### src/rtl/trace_sink_pkg.sv
// Shared types and constants for the trace sink. The optional TRACE_SINK_TIMESTAMP_EN
// build adds a 32-bit arrival stamp to every buffered record.
package trace_sink_pkg;

    localparam int TRACE_WORDS       = 3;
    localparam int TRACE_SINK_WORD_W = 32;
    localparam int TRACE_SINK_TS_W   = 32;

    typedef enum logic {
        IDLE = 1'b0,
        SEND = 1'b1
    } trace_sink_state_t;

    // Word 0 of an entry sits in the LSBs, so the stamp (when present) is last in the struct
    typedef struct packed {
        logic [TRACE_WORDS*TRACE_SINK_WORD_W-1:0] record;
`ifdef TRACE_SINK_TIMESTAMP_EN
        logic [TRACE_SINK_TS_W-1:0]               stamp;
`endif
    } trace_sink_entry_t;

endpackage

### src/rtl/trace_sink_fifo.sv
// Generic synchronous FIFO; pointers carry one extra MSB so full and empty are distinct.
module trace_sink_fifo #(
    parameter int WIDTH = 8,
    parameter int DEPTH = 8
) (
    input  logic                   clk_i,
    input  logic                   rst_i,
    input  logic                   push_i,
    input  logic [WIDTH-1:0]       push_data_i,
    input  logic                   pop_i,
    output logic [WIDTH-1:0]       pop_data_o,
    output logic                   full_o,
    output logic                   empty_o,
    output logic [$clog2(DEPTH):0] level_o
);

    localparam int AW = $clog2(DEPTH);

    logic [AW:0]      wr_ptr;
    logic [AW:0]      rd_ptr;
    logic [WIDTH-1:0] mem [DEPTH];
    logic             do_push;
    logic             do_pop;

    assign do_pop  = pop_i && !empty_o;
    assign do_push = push_i && (!full_o || do_pop);

    always_ff @(posedge clk_i or posedge rst_i) begin
        if (rst_i) begin
            wr_ptr <= '0;
            rd_ptr <= '0;
        end else begin
            if (do_push) wr_ptr <= wr_ptr + 1'b1;
            if (do_pop)  rd_ptr <= rd_ptr + 1'b1;
        end
    end

    always_ff @(posedge clk_i) begin
        if (do_push) mem[wr_ptr[AW-1:0]] <= push_data_i;
    end

    assign pop_data_o = mem[rd_ptr[AW-1:0]];
    assign empty_o    = (wr_ptr == rd_ptr);
    assign full_o     = (wr_ptr[AW] != rd_ptr[AW]) && (wr_ptr[AW-1:0] == rd_ptr[AW-1:0]);
    assign level_o    = wr_ptr - rd_ptr;

endmodule

### src/rtl/trace_sink.sv
// Buffers trace records and serializes them as DATA_WIDTH words on a valid/ready stream.
// Define TRACE_SINK_TIMESTAMP_EN to prefix each record with its 32-bit arrival cycle.
module trace_sink
    import trace_sink_pkg::trace_sink_state_t, trace_sink_pkg::IDLE, trace_sink_pkg::SEND,
           trace_sink_pkg::TRACE_SINK_TS_W;
#(
    parameter int DATA_WIDTH  = 32,
    parameter int TRACE_WORDS = 3,
    parameter int FIFO_DEPTH  = 8,
    parameter int DROP_CNT_W  = 16
) (
    input  logic                              clk_i,
    input  logic                              rst_i,
    input  logic                              trace_valid_i,
    input  logic [TRACE_WORDS*DATA_WIDTH-1:0] trace_data_i,
    input  logic                              clear_i,
    output logic                              out_valid_o,
    input  logic                              out_ready_i,
    output logic [DATA_WIDTH-1:0]             out_data_o,
    output logic                              out_last_o,
    output logic [$clog2(FIFO_DEPTH):0]       fifo_level_o,
    output logic                              overflow_o,
    output logic [DROP_CNT_W-1:0]             drop_count_o
);

`ifdef TRACE_SINK_TIMESTAMP_EN
    localparam int REC_WORDS = TRACE_WORDS + 1;
`else
    localparam int REC_WORDS = TRACE_WORDS;
`endif
    localparam int ENTRY_W = REC_WORDS * DATA_WIDTH;
    localparam int IDX_W   = (REC_WORDS > 1) ? $clog2(REC_WORDS) : 1;
    localparam logic [IDX_W-1:0] LAST_IDX = IDX_W'(REC_WORDS - 1);

    function automatic logic [DROP_CNT_W-1:0] sat_inc(input logic [DROP_CNT_W-1:0] v);
        return (&v) ? v : v + 1'b1;
    endfunction

    trace_sink_state_t                   state;
    logic [REC_WORDS-1:0][DATA_WIDTH-1:0] hold;
    logic [IDX_W-1:0]                    idx;
    logic [ENTRY_W-1:0]                  push_data;
    logic [ENTRY_W-1:0]                  pop_data;
    logic                                fifo_full;
    logic                                fifo_empty;
    logic                                at_last;
    logic                                handshake;
    logic                                pop;
    logic                                push;
    logic                                drop;

`ifdef TRACE_SINK_TIMESTAMP_EN
    logic [TRACE_SINK_TS_W-1:0] ts_q;

    always_ff @(posedge clk_i or posedge rst_i) begin
        if (rst_i) ts_q <= '0;
        else       ts_q <= ts_q + 1'b1;
    end

    assign push_data = {trace_data_i, DATA_WIDTH'(ts_q)};
`else
    assign push_data = trace_data_i;
`endif

    // A full FIFO still accepts when the serializer drains its head in the same cycle
    assign at_last   = (idx == LAST_IDX);
    assign handshake = out_valid_o && out_ready_i;
    assign pop       = !fifo_empty && ((state == IDLE) || (handshake && at_last));
    assign push      = trace_valid_i && (!fifo_full || pop);
    assign drop      = trace_valid_i && !push;

    trace_sink_fifo #(
        .WIDTH (ENTRY_W),
        .DEPTH (FIFO_DEPTH)
    ) u_fifo (
        .clk_i       (clk_i),
        .rst_i       (rst_i),
        .push_i      (push),
        .push_data_i (push_data),
        .pop_i       (pop),
        .pop_data_o  (pop_data),
        .full_o      (fifo_full),
        .empty_o     (fifo_empty),
        .level_o     (fifo_level_o)
    );

    always_ff @(posedge clk_i or posedge rst_i) begin
        if (rst_i) begin
            state       <= IDLE;
            out_valid_o <= 1'b0;
            idx         <= '0;
            hold        <= '0;
        end else begin
            case (state)
                IDLE: begin
                    if (pop) begin
                        hold        <= pop_data;
                        idx         <= '0;
                        state       <= SEND;
                        out_valid_o <= 1'b1;
                    end
                end
                SEND: begin
                    if (handshake) begin
                        if (!at_last) begin
                            idx <= idx + 1'b1;
                        end else if (pop) begin
                            hold <= pop_data;
                            idx  <= '0;
                        end else begin
                            state       <= IDLE;
                            out_valid_o <= 1'b0;
                        end
                    end
                end
                default: begin
                    state       <= IDLE;
                    out_valid_o <= 1'b0;
                end
            endcase
        end
    end

    assign out_data_o = hold[idx];
    assign out_last_o = out_valid_o && at_last;

    // A drop in the same cycle as a clear leaves a count of one
    always_ff @(posedge clk_i or posedge rst_i) begin
        if (rst_i) begin
            drop_count_o <= '0;
            overflow_o   <= 1'b0;
        end else if (drop) begin
            drop_count_o <= clear_i ? DROP_CNT_W'(1) : sat_inc(drop_count_o);
            overflow_o   <= 1'b1;
        end else if (clear_i) begin
            drop_count_o <= '0;
            overflow_o   <= 1'b0;
        end
    end

endmodule

### config.mk
export PLATFORM = sky130hd
export DESIGN_NAME = trace_sink
export DESIGN_NICKNAME = d
export VERILOG_FILES = /design/src/rtl/trace_sink_pkg.sv /design/src/rtl/trace_sink_fifo.sv /design/src/rtl/trace_sink.sv
export SDC_FILE = /design/constraint.sdc
export NUM_CORES = 1
export LEC_CHECK = 0
export BUFFER_PORTS_ARGS = -buffer_cell sky130_fd_sc_hd__buf_2
export CORE_MARGIN = 2
export CORE_UTILIZATION = 50
export DETAILED_ROUTE_END_ITERATION = 6
export PLACE_DENSITY = 0.66
export SLEW_MARGIN = 20
export SYNTH_ARGS = -nofsm -noshare
export SYNTH_HDL_FRONTEND = slang
export SYNTH_HIERARCHICAL = 1
export SYNTH_SLANG_ARGS = --single-unit
### constraint.sdc
create_clock -name clk_i -period 20.6 [get_ports clk_i]
set_clock_uncertainty 0.05 [all_clocks]
set_input_delay 3.09 -clock clk_i [delete_from_list [all_inputs] [get_ports clk_i]]
set_output_delay 3.09 -clock clk_i [all_outputs]
set_load 0.05 [all_outputs]
; Word-level counts from Yosys, hierarchy flattened
; Memory sizes are Yosys's and may differ from the RTL's.
; Cells that the tools add are included.
[classes]
n_lt_le_gt_ge = 1
muxes = 27
add_sub_neg = 5
n_bitwise = 1
n_eq_ne = 9
reduce_logical = 20
[ops]
columns = op, count
row1 = $mux 96, 3
row2 = $pmux 96 s2, 1
row3 = $bmux 32 s2, 1
row4 = $mux 16, 4
row5 = $mux 32, 1
row6 = $add 16x1->16 const B, 1
row7 = $reduce_and 16->1, 1
row8 = $mux 1, 11
row9 = $logic_and 1x1->1, 9
row10 = $add 4x1->4 const B, 2
row11 = $mux 2, 3
row12 = $ne 2x2->1 const B, 3
row13 = $eq 4x4->1, 1
row14 = $ne 2x1->1 const B, 2
row15 = $pmux 1 s2, 2
row16 = $pmux 2 s2, 1
row17 = $reduce_and 2->1, 2
row18 = $reduce_and 4->1, 1
row19 = $sub 4x4->4, 1
row20 = $eq 3x3->1, 1
row21 = $logic_not 1->1, 3
row22 = $logic_or 1x1->1, 3
row23 = $lt 2x3->1 const B, 1
row24 = $add 2x1->2 const B, 1
row25 = other kinds (4), 4
[totals]
ff_bits = 125
in_bits = 101
n_memories = 1
word_cells = 74
ramBits = 768
[mem_list]
columns = memory, words, width, read_ports, rd_ports_with_merged_regs, wr, line
row1 = u_fifo.mem, 8, 96, 1, 0, 1, trace_sink_fifo.sv:21  ; logic [WIDTH-1:0] mem [DEPTH];

; Longest topological paths before layout
[depth]
ltp_word = 10
depth_mapped = 13
depth_no_buf = 9

; Cells and area by module
; Netlist, hierarchy kept.
[by_module_without_submodules]
columns = module, seq_area_each_um2, instances, area_per_inst_um2, cells_each
row1 = trace_sink_fifo, 23262.3, 1, 29438.2, 1374
row2 = trace_sink, 2927.8, 1, 5489.0, 447

; Worst setup path after synthesis
; OpenSTA, ideal clock, no wires.
[synth_path]
path_type = in2reg
from = input out_ready_i
to = memory u_fifo/mem[1][0] (netlist name), enable pin
n_path_buf = 1
setup_slack_ps = 6638
arrival_ps = 13126
required_ps = 19764
cell_stages = 6
path_cell_list = nand4b_4 -> a21oi_2 -> buf_2 -> o21a_1 -> nand2_1 -> nor4_1
[synth_via]
elab_chain_len = 9
elab_cells_between_ends = 11
cone_classes = 2 x mux / 9 x reduce/logical
[synth_rtl]
columns = item, line
row1 = "start, declared", trace_sink.sv:18  ; input logic out_ready_i,
row2 = $logic_and 1x1->1, trace_sink.sv:67  ; assign handshake = out_valid_o && out_ready_i;
row3 = $logic_and 1x1->1, trace_sink.sv:68  ; assign pop = !fifo_empty && ((state == IDLE) || (handshake && at_last));
row4 = $logic_or 1x1->1, trace_sink.sv:68
row5 = $logic_and 1x1->1, trace_sink.sv:68
row6 = via pop, trace_sink.sv:48  ; logic pop;
row7 = $logic_or 1x1->1, trace_sink.sv:69  ; assign push = trace_valid_i && (!fifo_full || pop);
row8 = $logic_and 1x1->1, trace_sink.sv:69
row9 = via push, trace_sink.sv:49  ; logic push;
row10 = $logic_and 1x1->1, trace_sink_fifo.sv:26  ; assign do_push = push_i && (!full_o || do_pop);
row11 = $mux 1, trace_sink_fifo.sv:39  ; if (do_push) mem[wr_ptr[AW-1:0]] <= push_data_i;
row12 = $mux 1 (implied by the code), trace_sink_fifo.sv:39
row13 = "end, declared", trace_sink_fifo.sv:21
; The timed path passes the listed nets, and every way through them passes these cells.

; Final worst setup path
[layout_path]
from = register u_fifo.rd_ptr[2]
to = output fifo_level_o[3]
[layout_via]
elab_chain_len = 1
[layout_rtl]
columns = item, line
row1 = "start, declared", trace_sink_fifo.sv:20  ; logic [AW:0] rd_ptr;
row2 = "start signal, assigned", trace_sink_fifo.sv:34  ; if (do_pop) rd_ptr <= rd_ptr + 1'b1;
row3 = $sub 4x4->4, trace_sink_fifo.sv:45  ; assign level_o = wr_ptr - rd_ptr;
row4 = "end, declared", trace_sink.sv:21  ; output logic [$clog2(FIFO_DEPTH):0] fifo_level_o,
; No other way between the ends.

==> impl_results.md <==
- Worst slew pin tran: 1.100 ns
- Area after DPL: 36610 um2
- YS warnings: 6
- Arr. time, crit path: 3.79 ns
- Root buffer cell: clkbuf_16
- Crit path buffers/inverters: 2
- Power share of the clock group: 0.382
- Sequential power share: 0.533
- Setup_tns: 0 ns
- CP cell instances: clkinv_2, ha_1, a21oi_1, xnor2_1, buf_2
- Worst reg-to-reg setup slack: 14.32 ns
- Reg2reg start: u_fifo/rd_ptr[2]$_DFFE_PP0P_
- # IOs: 156
- Syn nets: 1929
- Reg clk slew, reported paths: 0.07 ns
- Status: finished clean
- Starting DRT DRC Count: 1665
- Power per cell area: 107.1 nW/um2
- Final Hold Fails: 0
- Pre-CTS setup slack: 13.52 ns
- Via density: 5.768
- RSZ-0062 raised after global routing: no
- Crit-path leading delay family: buffers and inverters
- Setup ws final: 13.67 ns
- Fin area: 39660 um2
- Worst Hold Launch: hold[24]$_DFFE_PP0P_
- Max Buffers Root-to-Sink: 3
- Final worst path period share: 0.3362
- Peak Freq: 0.1444 GHz
- Pre-Repair DR Iteration Count: 5
- Ys async rst share: 0.1400
- Clock latency on the worst-skew pair: 0.64 ns
- Placer Congestion: 0.8605
- MaxCap Viol Count: 0
- Synth area leader: edfxtp_1
- Routed len/inst: 25.38 um
- Max IR drop VDD: 65.99 uV
- CP endpoint kind: output pin
- Flops & latches, synth: 893
- Ratio of cells with drive above 1 in the final layout: 0.3039
- RR Endpoint: u_fifo/mem[3][86]$_DFFE_PP_
- I/O Buffers: 155
- Core Region: 68830 um2
- Highest net fanout along the worst path: 54
- Final Max Tran Viols: 0
- Grt total ovfl: 0
- CTS sink count: 893
- Internal power component: 3.268 mW
- Number of global-route vias before repair: 18095
- Hold depth: 1
- H-Tree Depth: 3
- Critical Path RT: 17.46 ns
- Seq/Total Area, Yosys: 0.7498
- CP peak stage delay: 0.94 ns
- Hold Path End: hold[24]$_DFFE_PP0P_
- CTS buffer count: 89
- Largest net degree at the start of global routing: 70
- Die height: 268.3 um
- Die X-Extent: 268.3 um
- LEAKAGE: 13.79 nW
- Setup Buffers After CTS: 0
- FP Rows: 96
- Length in cells of the worst reg-to-reg path: 11
- Initial antenna violation count: 12
- Area of the multi-input gates: 8163 um2
- Min Tclk post-route: 6.925 ns
- Worst hold path class: reg -> reg
- Main area contributors after synthesis: edfxtp_1 (66%), mux4_2 (12%), dfrtp_1 (9.0%)
- Syn avg cell area: 19.18 um2
- Top cell type's share of synthesized area: 0.6603
- EDFF count, synth: 768
- Combinational power share: 0.085
- DR vias: 17396
- Switch share: 0.2307
- Nets: 2115
- Netlist Area Pre-Place: 34930 um2
- # setup viols final: 0
- Top FF cell, synth: edfxtp_1
- Sequential standard cell area: 26200 um2
- Filler cells: 5145
- Residual DRC: 0
- # hold bufs at CTS: 0
- Wire length after detailed routing: 76530 um
- Post-Syn Instances: 1821
- CP Launch Type: flip-flop
- DP Wirelength: 44130 um
- Total GRT Usage: 0.2188
- Cts repair resizes: 0
- Area grow syn2layout: 13.56%
- Category of the most critical setup path: reg -> out
- Wire length of the first global-routing pass: 115600 um
- Initial Util: 0.5075
- NetSw: 0.9802 mW
- Library cells used by synthesis: 55
- Post-route ant nets: 0
- Die ar.: 71980 um2
- Worst path slowest cell: dfrtp_4
- Headroom to the max-slew limit: 0.2668
- CTS tree: built
flip-flops by register name (all words and copies together), names as in the netlist, 2 cells and up:
register / flops
drop_count_o: 16
u_fifo/mem: 768
idx: 2
hold: 96
u_fifo/wr_ptr: 4
u_fifo/rd_ptr: 4
metal layers:
metal / track usage / wire (um)
met1: 0.3109 / 32640
met2: 0.3590 / 37940
met3: 0.03647 / 4774
met4: 0.05088 / 1100
met5: 0 / 77
cell usage in the layout (no fill, tap or decap), drive strengths merged, types with 4 or more instances in the layout:
cell type,instances
edfxtp,768
nand2,334
mux4,192
buf,187
dfrtp,125
clkbuf,114
mux2,99
clkinv,39
o21ai,36
mux2i,32
inv,20
nand3,12
nor2,11
bufinv,10
xnor2,8
nor3,8
nand4,7
a31oi,7
ha,6
a41oi,6
a21oi,6
and4,4
clkinvlp,4
logic make-up (layout without fill, tap and decap cells):
logic type | count (synthesis) | after routing | share of synthesized area
AO/OA/AOI/OAI | 80 | 80 | 0.01497
XOR/XNOR | 11 | 11 | 0.002759
adder cells (fa/ha/maj) | 7 | 7 | 0.002723
buffers and inverters | 112 | 374 | 0.01809
flip-flops | 893 | 893 | 0.7498
multiplexers | 323 | 323 | 0.1649
other | 0 | 2 | 0
AND/OR/NAND/NOR | 395 | 395 | 0.04671
final cells by class:
type / instances / share of cell area
diodes: 2 / 0.0001262
clock buffers: 114 / 0.06082
clock inverters: 53 / 0.01442
inverters: 20 / 0.001987
multi-input cells: 816 / 0.2058
flip-flops and latches: 893 / 0.6607
well taps: 931 / 0.02937
repair buffers: 187 / 0.02681
power by group through the flow:
| stage | combinational [mW] | sequential [mW] | clock, mW |
|---|---|---|---|
| after global routing | 0.389 | 2.28 | 1.72 |
| final | 0.359 | 2.26 | 1.62 |
| after floorplan | 0.209 | 2.34 | 0 |
| after CTS | 0.367 | 2.27 | 1.66 |
| after global placement | 0.360 | 2.29 | 0 |
| after detailed placement | 0.366 | 2.30 | 0 |
stage by stage:
step | cells | util | power, mW | hold WS [ns]
finish | 3016 | 0.5763 | 4.248 | 0.4520
global route | 3014 | 0.5762 | 4.391 | 0.4758
CTS | 3012 | 0.5753 | 4.289 | 0.4586
detailed placement | 2845 | 0.5319 | 2.668 | 0.4456
global placement | 2845 | 0.5319 | 2.649 | 0.4317
floorplan | 1821 | - | 2.547 | 0.4074
how the worst max path moves through the flow:
stage,to,from,cells past startpoint,slack [ns]
finish,fifo_level_o[3],u_fifo/rd_ptr[2]$_DFFE_PP0P_,5,13.67
global route,fifo_level_o[3],u_fifo/rd_ptr[2]$_DFFE_PP0P_,5,13.47
CTS,fifo_level_o[3],u_fifo/rd_ptr[2]$_DFFE_PP0P_,5,13.59
detailed placement,u_fifo/mem[2][69]$_DFFE_PP_,out_ready_i,7,13.52
global placement,u_fifo/mem[2][6]$_DFFE_PP_,out_ready_i,7,13.63
floorplan,u_fifo/mem[1][0]$_DFFE_PP_,out_ready_i,6,6.64
cell usage after synthesis, types with 8 or more instances:
| cell | count |
|---|---|
| nand3_1 | 12 |
| mux4_2 | 192 |
| edfxtp_1 | 768 |
| inv_1 | 19 |
| buf_1 | 8 |
| nand2_1 | 334 |
| mux2_2 | 98 |
| nor3_1 | 8 |
| clkbuf_1 | 27 |
| mux2i_1 | 32 |
| o21ai_0 | 36 |
| buf_6 | 22 |
| dfrtp_1 | 125 |
| nor2_1 | 11 |
| buf_2 | 34 |
| xnor2_1 | 8 |
(Power assumes the default switching activity.)
